<file path="src/rtl/fetch_unit_if.sv">
// Fetch-unit bus bundle: instruction-memory port, redirect request, decode handshake.
//   imem_addr   fetch -> memory   word address
//   imem_rdata  memory -> fetch   data for the address issued one cycle earlier
//   redir_valid/redir_pc          branch/jump redirect into fetch
//   if_valid/if_ready             decode handshake
//   if_pc/if_instr                presented {pc, instr} pair
//   halted                        HALT captured, fetch stopped
// master = the fetch unit's view; slave = the surrounding memory/decode view.
interface fetch_unit_if #(
  parameter int unsigned ADDR_W = 32,
  parameter int unsigned DATA_W = 32
);
  logic [ADDR_W-1:0] imem_addr;
  logic [DATA_W-1:0] imem_rdata;
  logic              redir_valid;
  logic [ADDR_W-1:0] redir_pc;
  logic              if_valid;
  logic              if_ready;
  logic [ADDR_W-1:0] if_pc;
  logic [DATA_W-1:0] if_instr;
  logic              halted;

  modport master (
    output imem_addr,
    input  imem_rdata,
    input  redir_valid,
    input  redir_pc,
    output if_valid,
    input  if_ready,
    output if_pc,
    output if_instr,
    output halted
  );

  modport slave (
    input  imem_addr,
    output imem_rdata,
    output redir_valid,
    output redir_pc,
    input  if_valid,
    output if_ready,
    input  if_pc,
    input  if_instr,
    input  halted
  );
endinterface

</file>
<file path="src/rtl/fetch_unit.sv">
// Instruction-fetch stage in front of a one-cycle-latency instruction memory.
// Owns the PC, issues one word address per cycle while output credit allows, captures
// the returned word and queues {pc, instr} pairs for decode on a valid/ready handshake.
// A redirect flushes everything and restarts at redir_pc; a HALT opcode stops fetching.
// Ports:
//   clka   rising-edge clock
//   rst_n  asynchronous active-low reset
//   bus    fetch_unit_if.master (memory port, redirect, decode handshake, halted)
module fetch_unit #(
  parameter int unsigned       ADDR_W     = 32,
  parameter int unsigned       DATA_W     = 32,
  parameter logic [ADDR_W-1:0] RESET_PC   = '0,
  parameter int unsigned       PC_STEP    = 1,
  parameter int unsigned       FIFO_DEPTH = 3,
  parameter logic [5:0]        HALT_OPC   = 6'b011111
) (
  input  logic         clka,
  input  logic         rst_n,
  fetch_unit_if.master bus
);

  localparam int unsigned PtrW = (FIFO_DEPTH > 1) ? $clog2(FIFO_DEPTH) : 1;
  localparam int unsigned CntW = $clog2(FIFO_DEPTH + 1);

  typedef enum logic [1:0] {
    StBoot,
    StRun,
    StHalt
  } state_e;

  state_e            state_q, state_d;
  logic [ADDR_W-1:0] fetch_pc_q, fetch_pc_d;
  logic [ADDR_W-1:0] issue_pc_q, issue_pc_d;
  logic              inflight_q, inflight_d;
  logic [PtrW-1:0]   rd_ptr_q, rd_ptr_d;
  logic [PtrW-1:0]   wr_ptr_q, wr_ptr_d;
  logic [CntW-1:0]   count_q, count_d;

  logic [ADDR_W-1:0] pc_mem    [FIFO_DEPTH];
  logic [DATA_W-1:0] instr_mem [FIFO_DEPTH];

  logic            redir;
  logic            capture;
  logic            halt_capture;
  logic            credit_ok;
  logic            issue;
  logic            push;
  logic            pop;
  logic            fifo_valid;
  logic [CntW:0]   occ_total;

  function automatic logic [PtrW-1:0] ptr_inc(input logic [PtrW-1:0] p);
    // Depth need not be a power of two, so wrap explicitly.
    if (p == PtrW'(FIFO_DEPTH - 1)) begin
      return '0;
    end
    return p + 1'b1;
  endfunction

  // Datapath control
  always_comb begin
    redir        = bus.redir_valid;
    capture      = inflight_q;
    halt_capture = capture && (bus.imem_rdata[31:26] == HALT_OPC);
    fifo_valid   = (count_q != '0);
    // Credit counts buffered entries plus the response still in flight, so a push
    // can never find the buffer full.
    occ_total    = {1'b0, count_q} + (CntW + 1)'(inflight_q);
    credit_ok    = occ_total < (CntW + 1)'(FIFO_DEPTH);
    issue        = (state_q == StRun) && credit_ok && !redir && !halt_capture;
    // A redirect discards both the arriving response and any same-cycle pop.
    push         = capture && !redir;
    pop          = fifo_valid && bus.if_ready && !redir;
  end

  // FSM next state
  always_comb begin
    state_d = state_q;
    unique case (state_q)
      StBoot: state_d = StRun;
      StRun: begin
        if (push && halt_capture) begin
          state_d = StHalt;
        end
      end
      StHalt: state_d = StHalt;
      default: state_d = StBoot;
    endcase
    if (redir) begin
      state_d = StRun;
    end
  end

  // PC, in-flight tracking and FIFO bookkeeping
  always_comb begin
    fetch_pc_d = fetch_pc_q;
    issue_pc_d = issue_pc_q;
    inflight_d = issue;
    rd_ptr_d   = rd_ptr_q;
    wr_ptr_d   = wr_ptr_q;
    count_d    = count_q;

    if (redir) begin
      fetch_pc_d = bus.redir_pc;
      rd_ptr_d   = '0;
      wr_ptr_d   = '0;
      count_d    = '0;
    end else begin
      if (issue) begin
        issue_pc_d = fetch_pc_q;
        // Wraps modulo 2^ADDR_W by truncation.
        fetch_pc_d = fetch_pc_q + ADDR_W'(PC_STEP);
      end
      if (push) begin
        wr_ptr_d = ptr_inc(wr_ptr_q);
      end
      if (pop) begin
        rd_ptr_d = ptr_inc(rd_ptr_q);
      end
      count_d = count_q + CntW'(push) - CntW'(pop);
    end
  end

  always_ff @(posedge clka or negedge rst_n) begin
    if (!rst_n) begin
      state_q    <= StBoot;
      fetch_pc_q <= RESET_PC;
      issue_pc_q <= '0;
      inflight_q <= 1'b0;
      rd_ptr_q   <= '0;
      wr_ptr_q   <= '0;
      count_q    <= '0;
    end else begin
      state_q    <= state_d;
      fetch_pc_q <= fetch_pc_d;
      issue_pc_q <= issue_pc_d;
      inflight_q <= inflight_d;
      rd_ptr_q   <= rd_ptr_d;
      wr_ptr_q   <= wr_ptr_d;
      count_q    <= count_d;
    end
  end

  // Entry storage needs no reset: outputs are masked while the FIFO is empty.
  always_ff @(posedge clka) begin
    if (push) begin
      pc_mem[wr_ptr_q]    <= issue_pc_q;
      instr_mem[wr_ptr_q] <= bus.imem_rdata;
    end
  end

  always_comb begin
    bus.imem_addr = fetch_pc_q;
    bus.if_valid  = fifo_valid;
    bus.if_pc     = fifo_valid ? pc_mem[rd_ptr_q] : '0;
    bus.if_instr  = fifo_valid ? instr_mem[rd_ptr_q] : '0;
    bus.halted    = (state_q == StHalt);
  end

endmodule

</file>
<file path="src/flat_wrapper.sv">
// flat-port wrapper written by rule: the top's interface ports become plain ports
module fetch_unit_flat 
#(
  parameter int unsigned       ADDR_W     = 32,
  parameter int unsigned       DATA_W     = 32,
  parameter logic [ADDR_W-1:0] RESET_PC   = '0,
  parameter int unsigned       PC_STEP    = 1,
  parameter int unsigned       FIFO_DEPTH = 3,
  parameter logic [5:0]        HALT_OPC   = 6'b011111
)
  (clka, rst_n, bus_imem_addr, bus_imem_rdata, bus_redir_valid, bus_redir_pc, bus_if_valid, bus_if_ready, bus_if_pc, bus_if_instr, bus_halted);
  fetch_unit_if #(.ADDR_W(ADDR_W), .DATA_W(DATA_W)) bus_i ();
  input  logic clka;
  input  logic rst_n;
  output wire logic [$bits(bus_i.imem_addr)-1:0] bus_imem_addr;
  input wire logic [$bits(bus_i.imem_rdata)-1:0] bus_imem_rdata;
  input wire logic [$bits(bus_i.redir_valid)-1:0] bus_redir_valid;
  input wire logic [$bits(bus_i.redir_pc)-1:0] bus_redir_pc;
  output wire logic [$bits(bus_i.if_valid)-1:0] bus_if_valid;
  input wire logic [$bits(bus_i.if_ready)-1:0] bus_if_ready;
  output wire logic [$bits(bus_i.if_pc)-1:0] bus_if_pc;
  output wire logic [$bits(bus_i.if_instr)-1:0] bus_if_instr;
  output wire logic [$bits(bus_i.halted)-1:0] bus_halted;
  assign bus_imem_addr = bus_i.imem_addr;
  assign bus_i.imem_rdata = bus_imem_rdata;
  assign bus_i.redir_valid = bus_redir_valid;
  assign bus_i.redir_pc = bus_redir_pc;
  assign bus_if_valid = bus_i.if_valid;
  assign bus_i.if_ready = bus_if_ready;
  assign bus_if_pc = bus_i.if_pc;
  assign bus_if_instr = bus_i.if_instr;
  assign bus_halted = bus_i.halted;
  fetch_unit #(.ADDR_W(ADDR_W), .DATA_W(DATA_W), .RESET_PC(RESET_PC), .PC_STEP(PC_STEP), .FIFO_DEPTH(FIFO_DEPTH), .HALT_OPC(HALT_OPC)) u_core (.clka(clka), .rst_n(rst_n), .bus(bus_i));
endmodule
</file>
<file path="config.mk">
export PLATFORM = sky130hd
export DESIGN_NAME = fetch_unit_flat
export DESIGN_NICKNAME = d
export VERILOG_FILES = /design/src/rtl/fetch_unit_if.sv /design/src/rtl/fetch_unit.sv /design/src/flat_wrapper.sv
export SDC_FILE = /design/constraint.sdc
export NUM_CORES = 1
export LEC_CHECK = 0
export ABC_AREA = 1
export BUFFER_PORTS_ARGS = -buffer_cell sky130_fd_sc_hd__buf_2
export CAP_MARGIN = 30
export CORE_MARGIN = 8
export CORE_UTILIZATION = 35
export DETAILED_ROUTE_END_ITERATION = 16
export GPL_ROUTABILITY_DRIVEN = 0
export PLACE_DENSITY = 0.51
export SLEW_MARGIN = 20
export SYNTH_ARGS = -nofsm -noshare
export SYNTH_HDL_FRONTEND = slang
export SYNTH_SLANG_ARGS = --single-unit
</file>
<file path="constraint.sdc">
create_clock -name clka -period 7.66 [get_ports clka]
set_clock_uncertainty 0.2 [all_clocks]
set_input_delay 0.766 -clock clka [delete_from_list [all_inputs] [get_ports clka]]
set_output_delay 0.766 -clock clka [all_outputs]
set_load 0.1 [all_outputs]
</file>
==> reports/metrics.cfg, run 1 <==
[global_routing]
grt_usage_pct = 15.0
grt_pass1_vias = 8634
grt_remaining_overflow = 0
grt_max_degree = 93
antenna_found_initial = 1
grt_pass1_wl_um = 47600

[route]
viasPerCell = 4.70
drc = 0
totalWireLength_um = 29800
ant_nets = 0
first_iter_violations = 460
route.vias.total = 8550
drtPass1Iterations = 5
wire_per_inst_um = 16.4

[clock_network]
post_cts_buffers = 0
ctsResizeCount = 0
clkLatencyLatePin_ns = 0.55
cts_tree = done
h-tree-depth = 1
numCtsBuffers = 30
holdBufCountCts = 0
cts_num_sinks = 265
clk_pin_slew_ns = 0.06
cts_root_buffer = clkbuf_16
cts_max_path_buffers = 3

[power_and_ir_drop]
seqPwrFrac_pct = 36.8
p_comb_share_pct = 38.8
p_per_area_mw_per_mm2 = 398
internal-power_mw = 3.01
p_total_mw = 5.58
p_leak_nw = 6.34
netSwitchingPower_mw = 2.57
clkPwrFrac_pct = 24.4
peakVddDrop_mv = 0.266
sw_frac_of_total_pct = 46.1

[logic_synthesis]
yosysSeqAreaShare_pct = 64.6
synth.distinct_cells = 26
yosys_warnings = 0
syn-num-nets = 1272
synthCells = 1196
synth-seq-cells = 265
syn_avg_cell_area_um2 = 9.82
synthesis.area_mm2 = 0.0117

[critical_path]
critPathKind = reg -> out
critPathCaptureType = output pin
critical_path.max_fanout = 48
critPathArrivalTime_ns = 2.93
start_kind = flop
worstPathRequired_ns = 6.69

[status]
status = finished, violations left
violations = negative hold slack

[cells_and_area]
area_growth_pct = 19.5
finish.utilization_pct = 42.2
drive_gt1_share_pct = 18.4
fin_nets = 1422

[job]
maxCapViolations = 0

[sta]
finalHoldViolCount = 14
clock.fmax_mhz = 257
slew_headroom_pct = 44.5
worst_pin_slew_ns = 0.833
maxSlewViolCount = 0
setup_viol = 0
rsz0062_at_grt = false
setup-tns-final_ns = 0
hold_ws_ns = -0.0207
min_period_ns = 3.89
post-route-period-util_pct = 50.8

[die]
initial_utilization_pct = 35.3
die_y_um = 199
boundaryPins = 166
die_w_um = 199
rows = 67
die-area_mm2 = 0.0397
fp.coreArea_mm2 = 0.0333

[min_path]
min_path_type = in -> async

[placed_design]
dp.final_hpwl_um = 18900
io_buffers = 165

[cell usage after synthesis, drive strengths merged]
library cell / n / share of area (%)
clkbuf: 24 / 0.77
buf: 37 / 1.5
xnor2: 4 / 0.30
edfxtp: 192 / 49
clkinv: 1 / 0.032
dfrtp: 73 / 16
nand3b: 1 / 0.064
o22ai: 2 / 0.11
xor2: 4 / 0.30
a22oi: 2 / 0.13
nor2: 54 / 2.4
nand3: 268 / 11
ha: 8 / 0.85
inv: 132 / 4.2
nor3: 1 / 0.043
nand2: 350 / 11
o21ai: 43 / 1.8
[routing by layer]
metal	global-route usage (%)	vias to the layer above	routed length, um
met1	20.3	4010	14100
met2	24.5	217	13400
li1	-	4276	-
met3	2.90	45	1700
met4	3.98	2	660
met5	0	-	13
[stage by stage]
stage	hold WS (ns)	cells	cell area [um^2]	setup slack, ns
floorplan	0.260	1196	11700	1.38
global placement	0.274	1757	13000	4.27
detailed placement	0.280	1757	13000	4.23
CTS	0.188	1813	13900	3.63
global route	0.00157	1818	14000	3.54
finish	-0.0207	1819	14000	3.77
[final cells by class]
class                      instances  area, um^2
antenna                            1        2.50
clock buffer                      45         857
clock inverter                    11         100
fill                            3347       19300
inverter                         133         502
multi-input combinational        737        3400
sequential                       265        7590
tap                              448         561
timing repair buffer             179        1010
[worst max-delay path: stages, from the launching register on]
cell,delay (ns)
dfrtp_2,0.42
inv_4,0.30
buf_4,0.52
buf_12,0.29
nand3_1,0.10
nand3_1,0.16
nand2_1,0.06
inv_1,0.08
buf_2,0.42
[flip-flops by register name, indices dropped and copies added, names as in the netlist]
name                  count
u_core.bus.imem_addr     32
u_core.capture            1
u_core.count_q            2
u_core.instr_mem         96
u_core.issue_pc_q        32
u_core.pc_mem            96
u_core.rd_ptr_q           2
u_core.state_q            2
u_core.wr_ptr_q           2
[cell families after synthesis]
kind of cell,count (synthesis),synth area share (%)
and+or+nand+nor,674,25.3
AOI/OAI and AO/OA,47,2.07
adders and majority gates,8,0.852
DFF,265,64.6
buffers and inverters,194,6.55
xor gates and xnor gates,8,0.597
[power groups by stage]
stage,sequential (mW),clock [mW],combinational (mW)
after detailed placement,2.08,0,2.18
after CTS,2.05,1.40,2.19
after global placement,2.07,0,2.18
final,2.05,1.36,2.17
after floorplan,2.40,0,1.39
after global routing,2.09,1.46,2.33
[worst paths after layout]
path                                  startpoint                  endpoint  slack (ns)  cells past startpoint
setup reg to reg                  u_core.capture  u_core.bus.imem_addr[11]        5.13                     10
hold / removal                             rst_n  u_core.bus.imem_addr[28]       -0.02                      1
setup / recovery              u_core.rd_ptr_q[1]             bus_if_pc[29]        3.77                      8
min in group clka              bus_imem_rdata[4]    u_core.instr_mem[0][4]        0.22                      1
hold reg to reg            u_core.issue_pc_q[22]      u_core.pc_mem[1][22]        0.29                      0
max in group asynchronous                  rst_n        u_core.rd_ptr_q[0]        6.70                      2
[layout by cell type, fill, tap and decap left out, types with 10 or more instances in the layout]
cell / count
nand2_1: 344
edfxtp_1: 192
nand3_1: 268
inv_1: 129
buf_4: 10
buf_2: 164
clkbuf_16: 30
nor2_1: 40
o21ai_0: 43
dfrtp_1: 71
clkbuf_1: 10
No activity file was read; power rests on OpenSTA's default activity.
==> run 2, diff against run 1 <==
PLACE_DENSITY = 0.53   (was 0.51)
clock period = 3.52 ns   (was 7.66 ns; I/O delays follow)
==> reports/metrics.cfg, run 2 (synthesized netlist as in run 1, its figures left out) <==
[status]
status = completed

[critical_path]
critPathSlowestCell = buf_4
critPathCaptureType = output pin
max_stage_delay_ns = 0.65
cp_common_cell = nand2_1
critPathKind = reg -> out
worstPathRequired_ns = 2.97
path_cells = buf_4 -> nand2_1 -> nand3_1 -> nand2_1 -> inv_1 -> buf_2
start_kind = flop
critical_path.max_fanout = 64
critPathArrivalTime_ns = 2.53

[power_and_ir_drop]
peakVddDrop_mv = 0.455
p_leak_nw = 6.60
p_per_area_mw_per_mm2 = 824

[die]
die_w_um = 199
initial_utilization_pct = 35.3
die_y_um = 199
rows = 67
boundaryPins = 166
fp.coreArea_mm2 = 0.0333
die-area_mm2 = 0.0397

[cells_and_area]
layout_commonest_cell = nand2_1
ff_latch_area_mm2 = 0.00759
finish.utilization_pct = 44.0
fin_nets = 1491
largestRegisters = u_core.instr_mem: 96 flops, u_core.pc_mem: 96 flops
multiInputGateArea_mm2 = 0.00341
drive_gt1_share_pct = 17.5
diodes = 0
area_growth_pct = 24.6
mostFrequentLayoutCells = nand2_1, nand3_1, edfxtp_1
fillerInstances = 3252

[sta]
clock.fmax_mhz = 325
finalHoldViolCount = 0
worst_pin_slew_ns = 0.826
post-route-period-util_pct = 87.5
rsz0062_at_grt = false
slew_headroom_pct = 44.9
min_period_ns = 3.08
setup-tns-final_ns = 0
hold_ws_ns = 0.149
maxSlewViolCount = 0
setup_viol = 0

[route]
wire_per_inst_um = 16.1
drtPass1Iterations = 5
first_iter_violations = 452
drc = 0
ant_nets = 0
route.vias.total = 8840
totalWireLength_um = 30300
viasPerCell = 4.69

[clock_network]
h-tree-depth = 1
cts_root_buffer = clkbuf_16
clk_pin_slew_ns = 0.06
ctsResizeCount = 0
cts_num_sinks = 265
cts_tree = done
cts_max_path_buffers = 3
clkLatencyLatePin_ns = 0.54
numCtsBuffers = 29

[min_path]
min_path_type = in -> async

[job]
maxCapViolations = 0

[placed_design]
dp.final_hpwl_um = 19400
io_buffers = 165

[global_routing]
grt_remaining_overflow = 0
grt_pass1_wl_um = 47500
antenna_found_initial = 0
grt_max_degree = 76
grt_pass1_vias = 8772
grt_usage_pct = 15.0

## run 2: changes by cell type in the layout (fill, tap and decap cells not counted), sizes merged
cell         change
dlygate4sd3     +67
clkbuf          -11
clkinv           +8
buf              +3
clkinvlp         -1
diode            -1
inv              +1
## run 2: worst max-delay path, delay by kind of cell (launching register included)
family                 cells  cell delay [ns]
AND/OR/NAND/NOR            3             0.43
buffers and inverters      3             1.13
flip-flops                 1             0.38
## run 2: where the power goes
| part | total, mW | leakage (nW) | internal (mW) | switching, mW |
|---|---|---|---|---|
| Clock | 2.78 | 0.437 | 1.60 | 1.19 |
| Combinational | 4.79 | 3.52 | 0.872 | 3.92 |
| Sequential | 4.47 | 2.65 | 3.99 | 0.483 |
| Total | 12.1 | 6.60 | 6.46 | 5.59 |
## run 2: final timing paths
check / from / endpoint / slack, ns / cells after the start
max in group asynchronous: rst_n / u_core.issue_pc_q[1] / 2.40 / 3
min: rst_n / u_core.bus.imem_addr[21] / 0.15 / 2
min in group clka: u_core.issue_pc_q[2] / u_core.pc_mem[2][2] / 0.29 / 0
max: u_core.rd_ptr_q[1] / bus_if_pc[17] / 0.44 / 6
max reg2reg: u_core.capture / u_core.bus.imem_addr[23] / 1.11 / 10
min reg2reg: u_core.issue_pc_q[2] / u_core.pc_mem[2][2] / 0.29 / 0
## run 2: repair_timing
| action | CTS | global route |
|---|---|---|
| hold buffers | 67 | 0 |
| endpoints found under the hold margin | 205 | 0 |
| buffers inserted | 0 | 0 |
## run 2: area by class of cell
class / instances / area share [%]
clock buffers: 34 / 5.16
clock inverters: 19 / 0.838
well taps: 448 / 3.83
repair buffers: 249 / 11.5
multi-input cells: 737 / 23.3
inverters: 133 / 3.43
flip-flops and latches: 265 / 51.9
## run 2: through the flow
step | area, um^2 | power [mW] | cells | setup WS, ns
after CTS | 14600 | 12.2 | 1884 | 0.354
after floorplan | 11700 | 8.26 | 1196 | -0.607
final | 14600 | 12.1 | 1885 | 0.440
after detailed placement | 13100 | 9.33 | 1764 | 0.957
after global placement | 13100 | 9.29 | 1764 | 0.956
after global routing | 14600 | 12.7 | 1885 | 0.260
## run 2: per-layer routing
layer  up-vias  part of all wire, %  track usage [%]
li1       4403                    -                -
met1      4171                   47             20.7
met2       216                   46             24.2
met3        50                  5.0             2.41
met4         0                  2.6             4.23
met5         -                    0                0
